[config.mk]
export PLATFORM = sky130hd
export DESIGN_NAME = result_collector
export DESIGN_NICKNAME = d
export VERILOG_FILES = /design/src/rtl/nn_pkg.sv /design/src/rtl/row_collector.sv /design/src/rtl/result_collector.sv
export SDC_FILE = /design/constraint.sdc
export NUM_CORES = 1
export LEC_CHECK = 0
export BUFFER_PORTS_ARGS = -buffer_cell sky130_fd_sc_hd__buf_2
export CORE_AREA = 2 2 163 165
export CTS_BUF_LIST = sky130_fd_sc_hd__clkbuf_16
export DETAILED_ROUTE_END_ITERATION = 10
export DIE_AREA = 0 0 165 167
export PLACE_DENSITY_LB_ADDON = 0.25
export REMOVE_ABC_BUFFERS = 1
export SYNTH_ARGS = -nofsm -noshare
export SYNTH_HDL_FRONTEND = slang
export SYNTH_SLANG_ARGS = --single-unit
[constraint.sdc]
create_clock -name clk -period 2.65 [get_ports clk]
set_input_delay 0.53 -clock clk [delete_from_list [all_inputs] [get_ports clk]]
set_output_delay 0.53 -clock clk [all_outputs]
set_load 0.02 [all_outputs]
[src/rtl/nn_pkg.sv]
// ============================================================================
//  nn_pkg : shared widths and collector state encoding for the matmul path
//  Revision: 1.0
// ============================================================================
`default_nettype none

package nn_pkg;

  localparam int WIDTH_DEFAULT = 16;
  localparam int N_DEFAULT     = 3;

  // Accumulator width needed to hold an N-term sum of WIDTH x WIDTH products.
  function automatic int acc_width(input int width, input int n);
    return 2 * width + $clog2(n);
  endfunction

  typedef enum logic [0:0] {
    COLLECT = 1'b0,
    FULL    = 1'b1
  } collector_state_t;

endpackage

`default_nettype wire

[src/rtl/row_collector.sv]
// ============================================================================
//  row_collector : gathers one row of C from its drain stream, in column order
//  Revision: 1.0
// ============================================================================
`default_nettype none

module row_collector
  import nn_pkg::*;
#(
  parameter int N         = N_DEFAULT,
  parameter int ACC_WIDTH = acc_width(WIDTH_DEFAULT, N_DEFAULT)
) (
  input  logic                        clk,
  input  logic                        rst_n,
  input  logic                        accept_en,
  input  logic                        clear,
  input  logic                        in_valid,
  input  logic signed [ACC_WIDTH-1:0] in_data,
  output logic signed [ACC_WIDTH-1:0] row_data [N],
  output logic                        row_full_next,
  output logic                        overrun
);

  localparam int                CNT_W   = $clog2(N + 1);
  localparam logic [CNT_W-1:0]  CNT_MAX = CNT_W'(N);

  logic [CNT_W-1:0] r_col_cnt;
  logic             w_accept;

  assign w_accept = accept_en && in_valid && (r_col_cnt < CNT_MAX);
  // Any strobe not taken is either an extra element or data sent while held.
  assign overrun  = in_valid && !w_accept;
  assign row_full_next = (r_col_cnt == CNT_MAX) ||
                         (w_accept && (r_col_cnt == CNT_MAX - 1'b1));

  always_ff @(posedge clk) begin
    if (!rst_n) begin
      r_col_cnt <= '0;
      for (int j = 0; j < N; j++) row_data[j] <= '0;
    end else begin
      if (clear) begin
        r_col_cnt <= '0;
      end else if (w_accept) begin
        r_col_cnt <= r_col_cnt + 1'b1;
      end
      for (int j = 0; j < N; j++) begin
        if (w_accept && (r_col_cnt == CNT_W'(j))) row_data[j] <= in_data;
      end
    end
  end

endmodule

`default_nettype wire

[src/rtl/result_collector.sv]
// ============================================================================
//  result_collector : reassembles skewed systolic drain rows into matrix C
//  Revision: 1.0
// ============================================================================
`default_nettype none

module result_collector
  import nn_pkg::*;
#(
  parameter int WIDTH     = WIDTH_DEFAULT,
  parameter int N         = N_DEFAULT,
  parameter int ACC_WIDTH = acc_width(WIDTH, N)
) (
  input  logic                        clk,
  input  logic                        rst_n,
  input  logic [N-1:0]                in_valid,
  input  logic signed [ACC_WIDTH-1:0] in_data [N],
  output logic                        in_ready,
  output logic                        c_valid,
  input  logic                        c_ready,
  output logic signed [ACC_WIDTH-1:0] matrixC [N][N],
  output logic                        err_overrun
);

  collector_state_t r_state;
  collector_state_t w_state_next;
  logic [N-1:0]     w_row_full_next;
  logic [N-1:0]     w_row_overrun;
  logic             w_accept_en;
  logic             w_clear;

  assign w_accept_en = (r_state == COLLECT);
  assign w_clear     = (r_state == FULL) && c_ready;

  generate
    for (genvar i = 0; i < N; i++) begin : g_row
      row_collector #(
        .N         (N),
        .ACC_WIDTH (ACC_WIDTH)
      ) u_row (
        .clk           (clk),
        .rst_n         (rst_n),
        .accept_en     (w_accept_en),
        .clear         (w_clear),
        .in_valid      (in_valid[i]),
        .in_data       (in_data[i]),
        .row_data      (matrixC[i]),
        .row_full_next (w_row_full_next[i]),
        .overrun       (w_row_overrun[i])
      );
    end
  endgenerate

  always_ff @(posedge clk) begin
    if (!rst_n) r_state <= COLLECT;
    else        r_state <= w_state_next;
  end

  always_comb begin
    w_state_next = r_state;
    case (r_state)
      COLLECT: if (&w_row_full_next) w_state_next = FULL;
      FULL:    if (c_ready)          w_state_next = COLLECT;
      default: w_state_next = COLLECT;
    endcase
  end

  always_comb begin
    in_ready = (r_state == COLLECT);
    c_valid  = (r_state == FULL);
  end

  always_ff @(posedge clk) begin
    if (!rst_n)              err_overrun <= 1'b0;
    else if (|w_row_overrun) err_overrun <= 1'b1;
  end

endmodule

`default_nettype wire

==> run summary <==
Post-synth EDFFs = 0
Root Driver = clkbuf_16
Via Count = 10600
Worst-skew pair later-pin latency = 510 ps
Type of the worst setup path = flop to output port
Hold path depth = 3
Final core utilization = 0.593
VDD IR max = 509 µV
Number of synthesized register bits = 314
Final Cycle Share = 0.837
Core ar. = 25800 µm²
Power density of the placed cells = 726 nW/µm²
Slew @ Worst Pin = 806 ps
Pin count of the biggest net entering global routing = 83
CTS hold repair buffers = 0
Fmax = 0.451 GHz
Worst EP arrival = 1690 ps
Met3 WL = 2980 µm
Antenna violations before repair = 4
Clock slew at reported path FFs = 60 ps
Crit-path cells = inv_1 -> buf_2
Worst setup SP type = flop
Avg Cell Area, Syn = 8.70 µm²
Unique masters post-synth = 23
Maximum net fanout on the critical path = 29
Outcome = completed
WP data required = 2120 ps
Crit path depth = 2
Max incr delay on CP = 840 ps
Layout cells sized above 1 = 0.275
Hpwl dp = 23700 µm
Placed Instance Area = 14200 µm²
# Post-CTS Setup Buffers = 0
Crit path from = c_valid
Final Setup Violations = 0
Iter 0 DRT Violations = 695
Reg2Reg Setup Slack = 700 ps
CP Capture Type = output port
CTS H-tree lvls = 2
Resized Gates After CTS = 0
Gr ovfl total = 0
Site row count = 59
Synth area leaders = dfxtp_1 51%, nand2_1 19%, a21boi_0 12%, a21boi_1 6.6%, buf_8 1.8%
Max-cap viol count = 0
Total GRT Usage = 0.242
Layout area overhead = 25.0%
TritonCTS Buffers = 35
Top cell type's share of synthesized area = 0.515
Vias in the first global route = 10100
Crit path buf inv count = 2
Die area = 27600 µm²
Final WL = 34500 µm
Minimum clock period = 2220 ps
DR vias/cell = 4.96
Cells after Synth = 1404
Starting Density = 0.474
Residual DRC = 0
Unrepaired setup endpoints after global routing = false
Leak = 0.00675 µW
Skew final = 14.7 ps
Clk sinks = 314
Slew margin rel. = 0.462
TritonCTS clock tree = done
Nets = 1896
Fill count = 2376
Gp weighted congestion = 0.837
Final non-filler cell area = 15300 µm²
Largest delay share family, worst path = flip-flops
Cell with the most instances after synthesis = nand2_1
Die Y = 167 µm
Die width = 165 µm
RR Endpoint = g_row[0].u_row.row_data[21]
Post-DR wirelength/cell = 16.1 µm
WHS = 287 ps
Top sig layer = met5
Metal2 WL = 17000 µm
Critical path endpoint = in_ready
First-pass GRT wire length = 53700 µm
Cell Area, Synth = 12200 µm²
Post-synth top cells = 614 x nand2_1, 314 x dfxtp_1, 198 x a21boi_0
Count of pins over their slew limit = 0
Post-synthesis sequential area ratio = 0.515
Final TNS setup = 0 ps
Reg2reg path depth = 4
First-pass iteration count of the detailed router = 5
Hold WC Path Type = input port to flop
Ys flop type = dfxtp_1
Post-synth top area cell = dfxtp_1
Metal1 wirelength = 13700 µm
Slowest CP cell = dfxtp_1
Final Hold Violating Endpoints = 0
IO Pins = 417
Crit Reg-Reg Startpoint = c_valid
Final antenna-violating net count = 0
Clock tree buffer depth = 3
Yosys warnings = 0
Tot Pwr = 11100 µW
FFs w/ async S/R, synth = 0
PortBufs = 416
==> cell type report <==
type,instances,area (µm²),area share
clock buffer,37,926,0.0606
multi-input combinational,975,5150,0.337
clock inverter,21,111,0.00729
inverter,7,26.3,0.00172
timing repair buffer,443,2340,0.153
sequential,314,6290,0.412
tap,335,419,0.0275
antenna,3,7.51,0.000492
==> through the flow <==
stage               cells  setup WS (ps)
floorplan            1296            763
global placement     2074            745
detailed placement   2074            700
CTS                  2132            399
global route         2135            268
finish               2135            431
==> logic make-up after synthesis <==
kind of cell	count (synthesis)	synth area share
adders and majority gates	12	0.0123
buffers and inverters	115	0.0633
xor gates and xnor gates	3	0.00215
AOI/OAI and AO/OA	312	0.191
and+or+nand+nor	645	0.214
muxes	3	0.00246
DFF	314	0.515
==> report_power, final <==
group	switching, µW	leakage [µW]	total, µW	internal, µW
combinational	1030	0.00365	1540	518
sequential	130	0.00255	5110	4980
clock	1840	0.000548	4430	2590
==> layout by cell type, fill, tap and decap left out, drive strengths merged <==
cell	instances
nand4bb	9
xnor2	3
and2	1
a21boi	306
ha	12
nand4b	1
inv	18
buf	443
o211ai	1
o21ai	3
clkinv	9
nand2	614
diode	3
o22ai	2
mux2i	3
dfxtp	314
and4bb	9
nor3b	3
and3b	2
nor2	6
bufinv	1
clkbuf	37
==> metal layers <==
layer	vias up	global-route usage
met5	-	0
met4	2	0.0775
met2	367	0.422
met1	4905	0.280
li1	5254	-
met3	62	0.0745
==> flip-flops by register name, indices dropped and copies added, names as in the netlist <==
register and count:
g_row.u_row.r_col_cnt 6, err_overrun 1, c_valid 1, g_row.u_row.row_data 306
==> worst register-to-register path: cells and delay by family, from the launching register on <==
kind	cells	cell delay [ps]
AOI/OAI and AO/OA	1	110
buffers and inverters	1	280
DFF	1	570
and+or+nand+nor	2	950
==> how the worst min path moves through the flow <==
stage / startpoint / to
after floorplan: g_row[0].u_row.r_col_cnt[1] / g_row[0].u_row.r_col_cnt[1]
after global placement: g_row[1].u_row.row_data[63] / g_row[1].u_row.row_data[63]
after detailed placement: g_row[1].u_row.row_data[51] / g_row[1].u_row.row_data[51]
after CTS: in_data[94] / g_row[0].u_row.row_data[94]
after global routing: in_data[101] / g_row[0].u_row.row_data[67]
final: in_data[93] / g_row[0].u_row.row_data[59]
Power figures use the tool's default switching activity.
